### config.mk
export PLATFORM = sky130hd
export DESIGN_NAME = tx_scheduler
export DESIGN_NICKNAME = d
export VERILOG_FILES = /design/src/rtl/tx_scheduler.sv
export SDC_FILE = /design/constraint.sdc
export NUM_CORES = 1
export LEC_CHECK = 0
export CAP_MARGIN = 25
export CORE_MARGIN = 5
export CORE_UTILIZATION = 40
export DETAILED_ROUTE_END_ITERATION = 10
export GPL_TIMING_DRIVEN = 0
export PLACE_DENSITY = 0.7
export SLEW_MARGIN = 20
export SYNTH_ARGS = -nofsm -noshare
export SYNTH_HDL_FRONTEND = slang
export SYNTH_SLANG_ARGS = --single-unit
export TNS_END_PERCENT = 5
### constraint.sdc
create_clock -name clk_i -period 2.5 [get_ports clk_i]
set_input_delay 0.375 -clock clk_i [delete_from_list [all_inputs] [get_ports clk_i]]
set_output_delay 0.375 -clock clk_i [all_outputs]
set_load 0.01 [all_outputs]
### src/rtl/tx_scheduler.sv
// Byte FIFO feeding a UART transmitter: one launch per frame, waits for the
// transmitter's done pulse, and signals completion once the queue runs dry.
module tx_scheduler #(
    parameter int DEPTH = 4
) (
    input  logic                       clk_i,
    input  logic                       rst_ni,
    input  logic                       wr_i,
    input  logic [7:0]                 wr_data_i,
    input  logic                       flush_i,
    input  logic                       ovf_clr_i,
    output logic                       full_o,
    output logic                       empty_o,
    output logic [$clog2(DEPTH):0]     level_o,
    output logic                       ovf_o,
    output logic                       busy_o,
    output logic                       txc_o,
    output logic                       tx_transmit_o,
    output logic [7:0]                 tx_data_o,
    input  logic                       tx_done_i
);

    localparam int PW = $clog2(DEPTH);
    localparam int LW = PW + 1;
    localparam logic [PW-1:0] PTR_ONE = PW'(1);
    localparam logic [LW-1:0] LVL_FULL = LW'(DEPTH);

    typedef enum logic {
        ST_IDLE = 1'b0,
        ST_WAIT = 1'b1
    } state_t;

    state_t          state_r;
    logic [7:0]      mem_r [DEPTH];
    logic [PW-1:0]   wr_ptr_r;
    logic [PW-1:0]   rd_ptr_r;
    logic [LW-1:0]   count_r;
    logic            ovf_r;
    logic            txc_r;
    logic            tx_transmit_r;
    logic [7:0]      tx_data_r;

    logic            full_s;
    logic            empty_s;
    logic            push_s;
    logic            pop_s;
    logic            drop_s;

    // Queue status and transfer qualifiers, all derived from registered state.
    always_comb begin
        full_s  = 1'b0;
        empty_s = 1'b0;
        push_s  = 1'b0;
        pop_s   = 1'b0;
        drop_s  = 1'b0;
        if (count_r == LVL_FULL) begin
            full_s = 1'b1;
        end else begin
            full_s = 1'b0;
        end
        if (count_r == {LW{1'b0}}) begin
            empty_s = 1'b1;
        end else begin
            empty_s = 1'b0;
        end
        push_s = wr_i & ~full_s & ~flush_i;
        // A write into a full queue is lost even when a pop frees a slot this cycle.
        drop_s = wr_i & full_s & ~flush_i;
        if (state_r == ST_IDLE) begin
            pop_s = ~empty_s & ~flush_i;
        end else begin
            pop_s = 1'b0;
        end
    end

    // Storage array; contents are only meaningful between the pointers.
    always_ff @(posedge clk_i) begin
        if (push_s) begin
            mem_r[wr_ptr_r] <= wr_data_i;
        end
    end

    // Pointers, level, overflow flag and the launch/wait state machine.
    always_ff @(posedge clk_i or negedge rst_ni) begin
        if (!rst_ni) begin
            state_r       <= ST_IDLE;
            wr_ptr_r      <= {PW{1'b0}};
            rd_ptr_r      <= {PW{1'b0}};
            count_r       <= {LW{1'b0}};
            ovf_r         <= 1'b0;
            txc_r         <= 1'b0;
            tx_transmit_r <= 1'b0;
            tx_data_r     <= 8'h00;
        end else begin
            tx_transmit_r <= 1'b0;
            txc_r         <= 1'b0;
            if (flush_i) begin
                wr_ptr_r <= {PW{1'b0}};
                rd_ptr_r <= {PW{1'b0}};
                count_r  <= {LW{1'b0}};
            end else begin
                if (push_s) begin
                    wr_ptr_r <= wr_ptr_r + PTR_ONE;
                end
                if (pop_s) begin
                    rd_ptr_r <= rd_ptr_r + PTR_ONE;
                end
                count_r <= count_r + LW'(push_s) - LW'(pop_s);
            end
            // Setting wins over a simultaneous clear.
            if (drop_s) begin
                ovf_r <= 1'b1;
            end else if (ovf_clr_i) begin
                ovf_r <= 1'b0;
            end
            case (state_r)
                ST_IDLE: begin
                    if (pop_s) begin
                        tx_data_r     <= mem_r[rd_ptr_r];
                        tx_transmit_r <= 1'b1;
                        state_r       <= ST_WAIT;
                    end
                end
                ST_WAIT: begin
                    if (tx_done_i) begin
                        state_r <= ST_IDLE;
                        txc_r   <= empty_s;
                    end
                end
                default: begin
                    state_r <= ST_IDLE;
                end
            endcase
        end
    end

    assign full_o        = full_s;
    assign empty_o       = empty_s;
    assign level_o       = count_r;
    assign ovf_o         = ovf_r;
    assign busy_o        = (state_r == ST_WAIT);
    assign txc_o         = txc_r;
    assign tx_transmit_o = tx_transmit_r;
    assign tx_data_o     = tx_data_r;

endmodule

* After elaboration in Yosys (flattened, before gate mapping)
Memories as Yosys holds them, arrays and structs flattened. A register that Yosys moved wholly into a read port is not among the register bits.
Cells that the tools add are included.
** Cells by class
- $add $sub $neg :: 4
- Equality and inequality tests :: 1
- Muxes and demuxes :: 18
- Bitwise logic cells :: 9
- Reduce and logical (&&, ||, !) cells :: 6
** Operators by type and width (count)
- $mux 1 :: 12
- $mux 2 :: 4
- $reduce_bool 2->1 :: 3
- $and 1x1->1 :: 5
- $add 2x1->2 const B :: 2
- $not 1->1 :: 4
- $add 3x1->3 :: 1
- $eq 3x3->1 const B :: 1
- $logic_not 3->1 :: 1
- $mux 3 :: 1
- $sub 3x1->3 :: 1
- $pmux 1 s2 :: 1
- $reduce_and 2->1 :: 1
- $logic_not 1->1 :: 1
** Word-level totals
- Bits in registers :: 11
- Memory bits (writable) :: 32
- Bits of input ports :: 14
- Memories kept :: 1
** Memories
- mem_r :: words 4, bits a word 8, rd ports 1, clocked after memory_dff 1, wr ports 1, RTL line 34 : logic [7:0] mem_r [DEPTH];

* Depth between registers and ports, before layout
- Depth in word-level cells :: 8
- Gate-level depth with buffers :: 11

* Worst setup path after synthesis
No wires, ideal clock.
- Path kind :: register to register
- Start :: register count_r[1], in the netlist level_o[1]
- End :: register count_r[2], in the netlist level_o[2]
- Library setup time :: 0.119 ns
- Data arrival time :: 2.256 ns
- Data required time :: 2.381 ns
- Path slack :: 0.125 ns
- Stages on the path, launching flop included :: 12
- Path buffers :: 1
- Clock period less this slack :: 2.375 ns
- Cells stage by stage :: dfrtp_1 > nor3_2 > or3_4 > buf_6 > inv_2 > ha_1 > inv_1 > ha_1 > inv_1 > fa_1 > xnor2_1 > nor2_1
** RTL lines
- start: declaration :: RTL line 37 : logic [LW-1:0] count_r;
- start signal: assignment :: RTL line 89 : count_r <= {LW{1'b0}};
- start signal: assignment :: RTL line 100 : count_r <= {LW{1'b0}};
- start signal: assignment :: RTL line 108 : count_r <= count_r + LW'(push_s) - LW'(pop_s);
- $logic_not 3->1 :: RTL line 61 : if (count_r == {LW{1'b0}}) begin
- $mux 1 :: RTL line 61
- via empty_o :: RTL line 13 : output logic empty_o,
- $not 1->1 :: RTL line 70 : pop_s = ~empty_s & ~flush_i;
- $and 1x1->1 :: RTL line 70
- $mux 1 :: RTL line 69 : if (state_r == ST_IDLE) begin
- $sub 3x1->3 :: RTL line 108
- $mux 3 :: RTL line 97 : if (flush_i) begin
The timed path passes the listed nets, and every way through them passes these cells.
A chain may end at the register's enable or synchronous reset.

* Final worst setup path
- Start :: register count_r[2], in the netlist level_o[2]
- End :: register count_r[2], in the netlist level_o[2]
** On the way
- Cells in the longest elaborated chain, start to end :: 8
** RTL lines
- $eq 3x3->1 :: RTL line 56 : if (count_r == LVL_FULL) begin
- $mux 1 :: RTL line 56
- $not 1->1 :: RTL line 66 : push_s = wr_i & ~full_s & ~flush_i;
- $and 1x1->1 (2 in a row) :: RTL line 66
- $add 3x1->3 :: RTL line 108
- $sub 3x1->3 * :: RTL line 108
- $mux 3 * :: RTL line 97
Mark *: on every way between the ends. The rest lies on a longest branch, timed or not.

==> reports/qor.yml <==
clock_tree:
  cts_htree_levels: 2
  cts_inserted_buffers: 5
  holdBufCountCts: 0
  insertion_delay_ns: 0.30
  clock_sinks: 51
  tritoncts: "built"
  clockBufferDepth: 2
  root_buffer: "clkbuf_8"
  clkTransAtPathRegs_ns: 0.09
yosys:
  yosysSeqAreaShare: 0.689
  async_reset_ff_frac: 0.373
  synth_enable_flop_cells: 32
  synth_top_cell_by_area: "edfxtp_1"
  synthCells: 118
  ys_types: 30
  ys_seq_elements: 51
  synth_ff_type: "edfxtp_1"
  synth.area.top_cells: "edfxtp_1 46%, dfrtp_1 23%, mux4_2 8.6%, mux2_4 5.0%, ha_1 3.6%"
  syn_area_per_cell_um2: 17.7
  yosysWarnings: 0
  synthesis.nets: 139
  synth_top_area_share: 0.461
  syn_area_um2: 2080
sta:
  period_share: 0.915
  worstMarginPinSlew_ns: 0.599
  setup_violations: 0
  hold_viol_final: 0
  min_period_ns: 2.29
  fmax_mhz: 437
  rsz0062_at_grt: "false"
  finalSetupTns_ns: 0
  maxSlewHeadroom: 0.600
  drv_slew: 0
  fin_skew_ns: 0.0102
placement:
  globalplace.congestion: 0.662
  hpwl_mm: 2.44
  io_buffers: 29
  dp_cells: 217
critical_path:
  reg2regPathDepth: 11
  reg2reg_slack_ns: 0.21
  crit_path_end_kind: "flip-flop"
  cp_max_fo: 10
  cp.required_ns: 2.70
  rr_endpoint: "level_o[2]"
  r2r-start: "level_o[2]"
  worst_ep_arrival_time_ns: 2.49
  start_kind: "flip-flop"
  critPathKind: "reg -> reg"
cells_and_area:
  finalNonFillerCells: 227
  antennaDiodeCount: 0
  syn2layout_area_growth_pct: 23.8
  drive_gt1_frac: 0.229
  n_fill_cell: 441
  fin_nets: 177
die:
  core_um2: 5070
  die_width_um: 82.2
  start_util: 0.411
  io_pins: 31
  rows: 26
  dieHeight_um: 82.2
  dieArea_um2: 6750
detailed_routing:
  drc_errors: 0
  drt-pass1-iter-count: 4
  via_per_inst: 4.69
  drt_iter0_drc: 27
  ant_nets: 0
  wirelength_mm: 3.51
  vias: 1065
  wire_per_inst_um: 15.5
grt:
  grt_pass1_wl_mm: 5.75
  grt.total_usage: 0.119
  grt-ovfl-total: 0
  grt_pass1_vias: 1130
  antenna_found_initial: 0
  grt_start_max_net_pins: 20
worst_hold_path:
  hold_class: "in -> reg"
  hold_depth: 2
  min-delay-start: "flush_i"
  holdPathEnd: "level_o[2]"
power:
  peakVddDrop_uv: 430
  power.density_nw_per_um2: 1020
  total_power_mw: 2.63
  power.leakage_nw: 0.986
run:
  cap_violations: 0
status:
  status: "finished, final reports clean"
## how the worst max path moves through the flow
stage	slack [ns]	endpoint	startpoint	cells past startpoint
3_3_place_gp	0.06	level_o[2]	wr_i	11
3_5_place_dp	0.02	level_o[2]	level_o[1]	11
6_report	0.21	level_o[2]	level_o[2]	11
4_1_cts	0.01	level_o[2]	level_o[1]	11
2_1_floorplan	0.13	level_o[2]	level_o[1]	11
5_1_grt	0.008	level_o[2]	level_o[2]	11
## logic make-up (layout without fill, tap and decap cells)
family	count (synthesis)	in the layout	share of synthesized area
xor gates and xnor gates	2	2	0.00841
AOI/OAI and AO/OA	10	10	0.0276
muxes	16	16	0.142
buffers and inverters	16	55	0.0378
adders and majority gates	7	7	0.0456
and+or+nand+nor	16	16	0.0487
DFF	51	51	0.689
## per-stage QoR
stage	hold WS (ns)	util	worst slack (ns)	area, µm²
final	0.254	0.508	0.213	2580
after global routing	0.265	0.508	0.00828	2580
after CTS	0.251	0.502	0.00997	2550
after detailed placement	0.501	0.485	0.0224	2460
after global placement	0.482	0.485	0.0617	2460
after floorplan	0.0794	-	0.125	2080
## cell usage in the layout, fill, tap and decap left out, drive strengths merged, types with 2 or more instances in the layout
master	Yosys	routed
a21oi	3	3
and2	4	4
buf	3	5
clkbuf	1	6
clkdlybuf4s50	0	29
clkinvlp	0	2
dfrtp	19	19
edfxtp	32	32
ha	6	6
inv	12	12
mux2	8	8
mux4	8	8
nand3	2	2
nor2	3	3
o21ai	4	4
or3	2	2
## sequential cells by signal, summed over array words and instances, names as in the netlist
register	count
ovf_o	1
wr_ptr_r	2
level_o	3
tx_data_o	8
txc_o	1
rd_ptr_r	2
busy_o	1
mem_r	32
tx_transmit_o	1
## power by group
group,total (mW),internal (mW),switching (mW)
Sequential,1.17,1.06,0.112
Combinational,1.00,0.608,0.396
Clock,0.459,0.195,0.264
## Yosys cell counts, drive strengths merged, types with 2 or more instances
master  count
edfxtp     32
dfrtp      19
inv        12
mux2        8
mux4        8
ha          6
and2        4
o21ai       4
a21oi       3
buf         3
nor2        3
nand3       2
or3         2
## metal layers
metal  global-route usage  up-vias  part of all wire
li1                     -      504                 -
met1                0.138      539              0.39
met2                0.204       18              0.55
met3               0.0401        4             0.043
met4               0.0449        0             0.017
met5                    0        -                 0
## cell type report
| type | count | area (µm²) | area share |
|---|---|---|---|
| flip-flops and latches | 51 | 1440 | 0.558 |
| multi-input cells | 51 | 577 | 0.224 |
| repair buffers | 31 | 309 | 0.120 |
| well taps | 70 | 87.6 | 0.0339 |
| clock buffers | 5 | 68.8 | 0.0267 |
| inverters | 12 | 45.0 | 0.0175 |
| plain buffers | 4 | 33.8 | 0.0131 |
| clock inverters | 3 | 20.0 | 0.00776 |
## worst max-delay path: stages (launching register included)
cell	delay [ns]
dfrtp_2	0.45
nor3_4	0.25
or3_4	0.17
buf_6	0.17
inv_2	0.05
ha_1	0.28
inv_1	0.05
ha_1	0.12
inv_1	0.05
fa_1	0.38
xnor2_1	0.16
nor2_1	0.05
## repair_timing
item,CTS,global route
setup endpoints to repair,0,2
gates resized for setup,0,4
setup buffers,0,1
(Power assumes the default switching activity.)
